--- src/rtl/tx_sched_pkg.sv ---
// rtl/tx_sched_pkg.sv - shared state codes and symbol constants for the tx symbol scheduler
package tx_sched_pkg;

    localparam logic [1:0] ST_IDLE     = 2'd0;
    localparam logic [1:0] ST_PREAMBLE = 2'd1;
    localparam logic [1:0] ST_PAYLOAD  = 2'd2;
    localparam logic [1:0] ST_FLUSH    = 2'd3;

    localparam logic [1:0] PREAMBLE_EVEN = 2'b11;
    localparam logic [1:0] PREAMBLE_ODD  = 2'b00;

    // payload nibble layout: I in the upper pair, Q in the lower pair
    localparam int SYM_I_HI = 3;
    localparam int SYM_I_LO = 2;
    localparam int SYM_Q_HI = 1;
    localparam int SYM_Q_LO = 0;

    function automatic logic [1:0] preamble_sym(input logic odd);
        return odd ? PREAMBLE_ODD : PREAMBLE_EVEN;
    endfunction

endpackage

--- src/rtl/tx_clk_ena_gen.sv ---
// rtl/tx_clk_ena_gen.sv - free-running sample and symbol clock-enable generator
module tx_clk_ena_gen #(
    parameter int SAM_DIV = 4,
    parameter int SPS     = 4
) (
    input  logic clk,
    input  logic reset,
    output logic sam_clk_ena,
    output logic sym_clk_ena
);

    localparam int SW = $clog2(SAM_DIV);
    localparam int YW = $clog2(SPS);
    localparam logic [SW-1:0] SAMP_LAST = SW'(SAM_DIV - 1);
    localparam logic [YW-1:0] SYM_LAST  = YW'(SPS - 1);

    logic [SW-1:0] samp_cnt;
    logic [YW-1:0] sym_cnt;

    always_ff @(posedge clk) begin
        if (!reset) begin
            samp_cnt    <= '0;
            sym_cnt     <= '0;
            sam_clk_ena <= 1'b0;
        end else begin
            samp_cnt    <= (samp_cnt == SAMP_LAST) ? '0 : samp_cnt + 1'b1;
            sam_clk_ena <= (samp_cnt == SAMP_LAST);
            if (sam_clk_ena)
                sym_cnt <= (sym_cnt == SYM_LAST) ? '0 : sym_cnt + 1'b1;
        end
    end

    // symbol enable always lands on a sample enable
    assign sym_clk_ena = sam_clk_ena && (sym_cnt == SYM_LAST);

endmodule

--- src/rtl/tx_sym_scheduler.sv ---
// rtl/tx_sym_scheduler.sv - frame sequencer (preamble, payload, flush) feeding the I/Q transmitter
module tx_sym_scheduler
    import tx_sched_pkg::*;
#(
    parameter int         SAM_DIV      = 4,
    parameter int         SPS          = 4,
    parameter int         PREAMBLE_LEN = 8,
    parameter int         FLUSH_LEN    = 6,
    parameter logic [1:0] PAD_SYM      = 2'b01
) (
    input  logic        clk,
    input  logic        reset,
    input  logic        start,
    input  logic [15:0] frame_len,
    input  logic        cfg_wr,
    input  logic [1:0]  cfg_del_i,
    input  logic [1:0]  cfg_del_q,
    input  logic        s_valid,
    input  logic [3:0]  s_data,
    output logic        s_ready,
    output logic        sam_clk_ena,
    output logic        sym_clk_ena,
    output logic [1:0]  syms_in_i,
    output logic [1:0]  syms_in_q,
    output logic [1:0]  del_i,
    output logic [1:0]  del_q,
    output logic        busy,
    output logic        done,
    output logic        underrun
);

    localparam logic [15:0] PRE_LAST   = 16'(PREAMBLE_LEN - 1);
    localparam logic [15:0] FLUSH_LAST = 16'(FLUSH_LEN - 1);

    logic [1:0]  state;
    logic [15:0] sym_idx;
    logic [15:0] len_q;
    logic        start_pend;
    logic        sam_ena;
    logic        sym_ena;

    tx_clk_ena_gen #(
        .SAM_DIV (SAM_DIV),
        .SPS     (SPS)
    ) u_clk_ena_gen (
        .clk         (clk),
        .reset       (reset),
        .sam_clk_ena (sam_ena),
        .sym_clk_ena (sym_ena)
    );

    assign sam_clk_ena = sam_ena;
    assign sym_clk_ena = sym_ena;
    assign s_ready     = (state == ST_PAYLOAD) && sym_ena;
    assign busy        = (state != ST_IDLE);

    always_ff @(posedge clk) begin
        if (!reset) begin
            state      <= ST_IDLE;
            sym_idx    <= '0;
            len_q      <= '0;
            start_pend <= 1'b0;
            syms_in_i  <= PAD_SYM;
            syms_in_q  <= PAD_SYM;
            del_i      <= '0;
            del_q      <= '0;
            done       <= 1'b0;
            underrun   <= 1'b0;
        end else begin
            done <= 1'b0;
            case (state)
                ST_IDLE: begin
                    // config is frozen once a frame request is pending
                    if (cfg_wr && !start_pend) begin
                        del_i <= cfg_del_i;
                        del_q <= cfg_del_q;
                    end
                    if (sym_ena && start_pend) begin
                        state      <= ST_PREAMBLE;
                        sym_idx    <= '0;
                        start_pend <= 1'b0;
                    end else if (start && !start_pend) begin
                        start_pend <= 1'b1;
                        len_q      <= frame_len;
                        underrun   <= 1'b0;
                    end
                end
                ST_PREAMBLE: begin
                    if (sym_ena) begin
                        syms_in_i <= preamble_sym(sym_idx[0]);
                        syms_in_q <= preamble_sym(sym_idx[0]);
                        if (sym_idx == PRE_LAST) begin
                            sym_idx <= '0;
                            state   <= (len_q == 16'd0) ? ST_FLUSH : ST_PAYLOAD;
                        end else begin
                            sym_idx <= sym_idx + 16'd1;
                        end
                    end
                end
                ST_PAYLOAD: begin
                    if (s_ready) begin
                        if (s_valid) begin
                            syms_in_i <= s_data[SYM_I_HI:SYM_I_LO];
                            syms_in_q <= s_data[SYM_Q_HI:SYM_Q_LO];
                        end else begin
                            // missing symbol still consumes its slot
                            syms_in_i <= PAD_SYM;
                            syms_in_q <= PAD_SYM;
                            underrun  <= 1'b1;
                        end
                        if (sym_idx == len_q - 16'd1) begin
                            sym_idx <= '0;
                            state   <= ST_FLUSH;
                        end else begin
                            sym_idx <= sym_idx + 16'd1;
                        end
                    end
                end
                default: begin
                    if (sym_ena) begin
                        syms_in_i <= PAD_SYM;
                        syms_in_q <= PAD_SYM;
                        if (sym_idx == FLUSH_LAST) begin
                            sym_idx <= '0;
                            state   <= ST_IDLE;
                            done    <= 1'b1;
                        end else begin
                            sym_idx <= sym_idx + 16'd1;
                        end
                    end
                end
            endcase
        end
    end

endmodule

--- config.mk ---
export PLATFORM = sky130hd
export DESIGN_NAME = tx_sym_scheduler
export DESIGN_NICKNAME = d
export VERILOG_FILES = /design/src/rtl/tx_sched_pkg.sv /design/src/rtl/tx_clk_ena_gen.sv /design/src/rtl/tx_sym_scheduler.sv
export SDC_FILE = /design/constraint.sdc
export NUM_CORES = 1
export LEC_CHECK = 0
export CORE_ASPECT_RATIO = 0.9
export CORE_MARGIN = 2
export CORE_UTILIZATION = 58
export DETAILED_ROUTE_END_ITERATION = 12
export PLACE_DENSITY_LB_ADDON = 0.15
export SKIP_LAST_GASP = 1
export SLEW_MARGIN = 20
export SYNTH_ARGS = -nofsm -noshare
export SYNTH_HDL_FRONTEND = slang
export SYNTH_HIERARCHICAL = 1
export SYNTH_SLANG_ARGS = --single-unit
--- constraint.sdc ---
create_clock -name clk -period 7.69 [get_ports clk]
set_input_delay 1.9225 -clock clk [delete_from_list [all_inputs] [get_ports clk]]
set_output_delay 1.9225 -clock clk [all_outputs]
set_load 0.01 [all_outputs]
==> results of run 1 <==
-- per-stage QoR --
step / cells / total power [mW]
final: 466 / 0.524
after global routing: 466 / 0.548
after CTS: 466 / 0.525
after detailed placement: 458 / 0.369
after global placement: 458 / 0.366
after floorplan: 373 / 0.338
-- cells by family (layout without fill, tap and decap cells) --
group,Yosys count,count (layout),synth area share (%)
adder cells (fa/ha/maj),9,9,3.96
buffers and inverters,33,61,4.49
XOR/XNOR,24,24,7.39
AND/OR/NAND/NOR,184,184,32.3
AO/OA/AOI/OAI,71,71,15.9
flip-flops,50,50,35.2
multiplexers,2,2,0.704
-- cells in the mapped netlist (3+ instances only) --
library cell	instances	area share, %
nor2b_1	5	1.1
o211ai_1	4	1.1
nor4_1	6	1.3
o21ai_0	11	1.9
nand4_1	3	0.66
inv_1	10	1.3
nor3b_1	4	1.1
nor3_1	15	2.6
and2_1	3	0.66
xor2_1	14	4.3
dfxtp_1	50	35
nor2_1	25	3.3
a21oi_1	29	5.1
nor4b_1	4	1.2
ha_1	9	4.0
nand2_1	76	10
a31oi_1	12	2.6
clkbuf_1	20	2.6
xnor2_1	10	3.1
or2_2	3	0.66
nand3_1	21	3.7
-- flip-flops by register name, summed over array words and instances (netlist names) --
register and count:
del_i 2, syms_in_i 2, len_q 16, sym_idx 16
underrun 1, u_clk_ena_gen/sym_cnt 2, del_q 2, done 1
state 2, syms_in_q 2, start_pend 1, u_clk_ena_gen/samp_cnt 2
u_clk_ena_gen/sam_clk_ena 1
-- routing by layer --
layer  vias up  share of wire (%)  GRT usage, %
met1      1231                 47          35.1
met3        13                4.9          3.88
met2        85                 47          41.6
met5         -                  0             0
met4         0                1.6          7.94
li1       1356                  -             -
-- critical path, cell delays in order (launching register included) --
cell	delay, ns
dfxtp_1	0.35
inv_1	0.09
ha_1	0.33
and2_1	0.17
clkdlybuf4s50_1	0.53
-- where the power goes --
group          internal, mW  switching [mW]  leakage (nW)
Combinational        0.0430          0.0434         0.773
Clock                0.0728          0.0876        0.0482
Sequential            0.268         0.00977         0.407
-- area by class of cell --
class                   instances  area (sq um)
clock buffers                   7          86.3
clock inverters                 1          5.00
multi-input cells             290          1710
fillers                       431          1420
inverters                      10          37.5
repair buffers                 43           428
well taps                      65          81.3
flip-flops and latches         50          1000
-- worst max-delay path by stage --
stage                             startpoint           to  slack (ns)  depth (start not counted)
floorplan           u_clk_ena_gen/sym_cnt[0]      s_ready        4.82                          3
global placement                       reset   sym_idx[6]        4.20                          6
detailed placement                     reset  sym_idx[13]        4.12                          6
CTS                 u_clk_ena_gen/sym_cnt[0]      s_ready        3.97                          4
global route                        state[0]      s_ready        3.89                          4
finish                              state[0]      s_ready        3.98                          4
==> summary.txt, run 1 <==
Global routing
  – Wire length of the first global-routing pass: 11.4 mm
  – Largest net degree at the start of global routing: 42
  – Initial antenna violation count: 0
  – GRT Total Usage: between 20 and 30%
  – Vias in the first global route: 2513
  – Remaining Overflow, GRT: 0

STA
  – Crit path time final: 3.71 ns
  – Slew @ Worst Pin: just over 0.8 ns
  – Fin worst setup slack: ~4.0 ns
  – Final setup viols: 0
  – Final critical-path share of the clock period: 48.2%
  – Slew Viols, Final: 0
  – Layout Skew: 0.00572 ns
  – Setup TNS: 0 ns
  – Final hold slack: approximately 0.45 ns
  – RSZ-0062 raised after global routing: no
  – Relative slew slack: 45.4%
  – Fmax: 270 MHz
  – Final Hold Viols: 0

Placed design
  – HPWL after DPL: between 4 and 5 mm
  – Routability cong.: 0.867
  – Post-Place Setup Slack: 4.12 ns
  – IO buf count: 42
  – Cell Area, Placed: 3260 sq um

CTS
  – Worst-Skew Late Latency: 0.31 ns
  – Hold-fix buffer count after cts: 0
  – # resized after CTS: 0
  – Worst-path clk slew: 0.09 ns
  – H-tree depth: 2
  – Max Buffers Root-to-Sink: 2
  – Root buffer cell: clkbuf_8
  – CTS sink cnt: 50
  – CTS tree: done
  – Clock buffer count from CTS: 5
  – Post-CTS Setup Repair Bufs: 0

Final layout
  – Layout cells sized above 1: 4.49%
  – Final Core Density: 70.2%
  – Most common cell after layout, fill and taps aside: nand2_1
  – Finished Cell Area: 3350 sq um
  – Most frequent cells in the layout: nand2_1 (76), dfxtp_1 (50), clkdlybuf4s50_1 (42)
  – Synth-to-Final Area Change: 18.0%
  – Layout Nets: 438
  – ANT cells: 0

Hold path
  – Hold Path Origin: u_clk_ena_gen/samp_cnt[0]
  – Hold EP: u_clk_ena_gen/samp_cnt[0]
  – Worst hold path class: reg2reg
  – Hold path depth: 1

Floorplan
  – FP Rows: 24
  – Core Footprint: 4770 sq um
  – Die Footprint: 5480 sq um
  – Top Ports: 43
  – Die height: a little over 70 microns
  – Starting density of the core: 59.5%
  – Die W: 77.8 microns

Route
  – TritonRoute pass-1 iters: 5
  – DR iter-0 viols: roughly 160
  – Wirelength, routed: around 6.5 mm
  – Drt via density: 5.76
  – Wire per inst: ~14 microns
  – DRC: 0
  – Via count: 2685
  – ANT nets after route: 0

Setup path
  – Arrival time worst endpoint: 1.78 ns
  – R2R depth: 8
  – CP max FO: 9
  – Critical Path RT: ~5.8 ns
  – Crit path capture type: primary output
  – Reg2Reg Setup Slack: 4.24 ns
  – Terminus of the critical flop-to-flop path: sym_idx[15]
  – Reg2reg start: len_q[2]
  – CP Class: reg2out
  – CP Launch Type: register

Synth
  – Synth Net Count: 411
  – Synthesized cell area: 2840 sq um
  – Ys flop type: dfxtp_1
  – Register bit count reported by yosys: 50
  – Post-synth EDFFs: 0
  – Sequential share of the synthesized area: between 30% and 40%
  – Synth Instances: between 300 and 400
  – Ys async rst share: 0%
  – Netlist cell types: 53
  – Ys Warns: 6
  – Avg Inst Size Synth: between 7 and 8 sq um

Run status
  – Status: finished, final reports clean

Run
  – MaxCap Viol Count: 0

Power
  – Peak VDD IR: 0.136 mV
  – Leakage power: 1.23 nW
  – Pwr Density: 156 nW/um^2
Note: power is estimated with default switching activity, not from simulation.
==> run 2: changes to the inputs <==
Settings changed: CORE_UTILIZATION 58 to 54.
Clock period 7.69 ns to 3.8 ns, I/O delays scaled along.
==> summary.txt, run 2 (same netlist as run 1, synthesis figures left out) <==
Global routing
  – Vias in the first global route: 2332 (-7.2%)
  – M3 GR Usage: 3.96% (+0.084 points)
  – Remaining Overflow, GRT: 0 (unchanged)
  – GRT busiest layer: met2
  – Initial antenna violation count: 0 (unchanged)
  – Met1 Track Usage GR: 30.6% (-4.6 points)
  – Largest net degree at the start of global routing: 29 (-31%)
  – Met2 GRT Util: 38.9% (-2.7 points)
  – GRT Total Usage: 23.1% (-2.5 points)
  – Wire length of the first global-routing pass: 10.8 mm (-6.0%)

Final layout
  – Most frequent cells in the layout: nand2_1 (76), dfxtp_1 (50), clkdlybuf4s50_1 (42)
  – Layout Nets: 439 (+0.23%)
  – Non-Filler Instances: 469 (+0.64%)
  – Final Core Density: 66.1% (-4.2 points)
  – Layout cells sized above 1: 4.98% (+0.49 points)
  – Biggest regs: len_q (16), sym_idx (16)
  – ANT cells: 0 (unchanged)
  – Filler Cells Inserted: 469 (+8.8%)
  – Most common cell after layout, fill and taps aside: nand2_1
  – Synth-to-Final Area Change: 19.9%
  – Finished Cell Area: 3410 sq um (+1.7%)

STA
  – Final critical-path share of the clock period: slightly below 80%
  – Final setup viols: 0 (unchanged)
  – Layout Skew: 0.00870 ns (+0.00297 ns)
  – Fmax: 331 MHz
  – Slew @ Worst Pin: 0.916 ns (+0.0966 ns)
  – Fin worst setup slack: 0.782 ns (-3.20 ns)
  – RSZ-0062 raised after global routing: no
  – Crit path time final: 3.02 ns
  – Final Hold Viols: 0 (unchanged)
  – Setup TNS: 0 ns (unchanged)
  – Relative slew slack: 38.9% (-6.5 points)
  – Slew Viols, Final: 0 (unchanged)

Setup path
  – CP max FO: 9 (unchanged)
  – Crit path capture type: register
  – Critical Path RT: 4.03 ns (-1.74 ns)
  – Arrival time worst endpoint: 3.25 ns (+1.47 ns)
  – Setup crit end: sym_idx[15]
  – Terminus of the critical flop-to-flop path: sym_idx[15]
  – CP Launch Type: register
  – Reg2Reg Setup Slack: 0.78 ns (-3.46 ns)
  – Reg2reg start: len_q[7]
  – Worst Setup SP: len_q[7]
  – CP Class: reg2reg
  – R2R depth: 8 (unchanged)

CTS
  – H-tree depth: 2 (unchanged)
  – Root buffer cell: clkbuf_8
  – Worst-Skew Late Latency: 0.31 ns (about the same)
  – Max Buffers Root-to-Sink: 2 (unchanged)
  – CTS tree: done
  – Post-CTS Setup Repair Bufs: 0 (unchanged)
  – Hold-fix buffer count after cts: 0 (unchanged)
  – CTS sink cnt: 50 (unchanged)
  – Worst-path clk slew: 0.10 ns (about the same)
  – Clock buffer count from CTS: 5 (unchanged)
  – # resized after CTS: 0 (unchanged)

Route
  – Wire per inst: 13.9 microns (-1.2%)
  – DRC: 0 (unchanged)
  – DR iter-0 viols: 156 (+0.65%)
  – Via count: 2648 (-1.4%)
  – Wirelength, routed: 6.51 mm (-0.52%)
  – TritonRoute pass-1 iters: 4 (-1)
  – ANT nets after route: 0 (unchanged)
  – Drt via density: 5.65 (-2.0%)

Floorplan
  – Die W: 80.5 microns (+3.5%)
  – Starting density of the core: 55.1% (-4.5 points)
  – FP Rows: 25 (+4.2%)
  – Die Footprint: 5860 sq um (+7.0%)
  – Top Ports: 43 (unchanged)
  – Core Footprint: 5160 sq um (+8.1%)
  – Die height: 72.8 microns (+3.4%)

Power
  – Peak VDD IR: 0.230 mV (+69%)
  – Leakage power: 1.25 nW (+2.1%)
  – Pwr Density: 347 nW/um^2 (+120%)

Placed design
  – Post-Place Setup Slack: 0.795 ns (-3.33 ns)
  – Placed instance count: 461 (+0.66%)
  – HPWL after DPL: 4.73 mm (+1.4%)
  – Routability cong.: 0.923 (+6.4%)
  – IO buf count: 42 (unchanged)
  – Cell Area, Placed: 3270 sq um (+0.31%)

Run
  – MaxCap Viol Count: 0 (unchanged)

Hold path
  – Worst hold path class: reg2reg

Run status
  – Status: finished, final reports clean
==> run 2: cell count changes in the layout (fill, tap and decap cells not counted), sizes merged <==
cell,change
bufinv,+2
buf,+1
clkbuf,-2
==> run 2: area by class of cell <==
class,count,area [sq um],area share [%]
clock buffer,5,68.8,2.02
clock inverter,3,68.8,2.02
inverter,10,37.5,1.10
multi-input combinational,290,1710,50.3
sequential,50,1000,29.4
tap,67,83.8,2.46
timing repair buffer,44,435,12.8
==> run 2: metal layers <==
layer,vias to the layer above,wire length [microns]
met2,53,3070
met3,6,307
met4,0,77
met5,-,0
met1,1224,3050
li1,1365,-
==> run 2: power by group <==
part | internal (mW) | switching [mW]
logic | 0.0871 | 0.0858
clock network | 0.264 | 0.186
registers | 0.542 | 0.0187
total | 0.893 | 0.290
==> run 2: worst min-delay path by stage <==
stage,from,end,slack [ns],cells past startpoint
4_1_cts,u_clk_ena_gen/samp_cnt[0],u_clk_ena_gen/samp_cnt[0],0.43,1
5_1_grt,u_clk_ena_gen/samp_cnt[0],u_clk_ena_gen/samp_cnt[0],0.46,1
6_report,u_clk_ena_gen/samp_cnt[0],u_clk_ena_gen/samp_cnt[0],0.43,1
2_1_floorplan,u_clk_ena_gen/samp_cnt[0],u_clk_ena_gen/samp_cnt[0],0.40,1
3_5_place_dp,u_clk_ena_gen/samp_cnt[0],u_clk_ena_gen/samp_cnt[0],0.42,1
3_3_place_gp,u_clk_ena_gen/samp_cnt[0],u_clk_ena_gen/samp_cnt[0],0.41,1
==> run 2: critical path, stage by stage, from the launching register on <==
cell and delay, ns:
dfxtp_1 0.39, or4_4 0.60, nor4_4 0.36, nor3_1 0.09
o41ai_2 0.35, a2111oi_2 0.15, o31ai_4 0.40, or4b_1 0.47
a31oi_1 0.14
==> run 2: through the flow <==
step	power [mW]	hold WS [ns]
2_1_floorplan	0.684	0.405
3_3_place_gp	0.743	0.415
3_5_place_dp	0.746	0.418
4_1_cts	1.19	0.432
5_1_grt	1.23	0.462
6_report	1.18	0.428
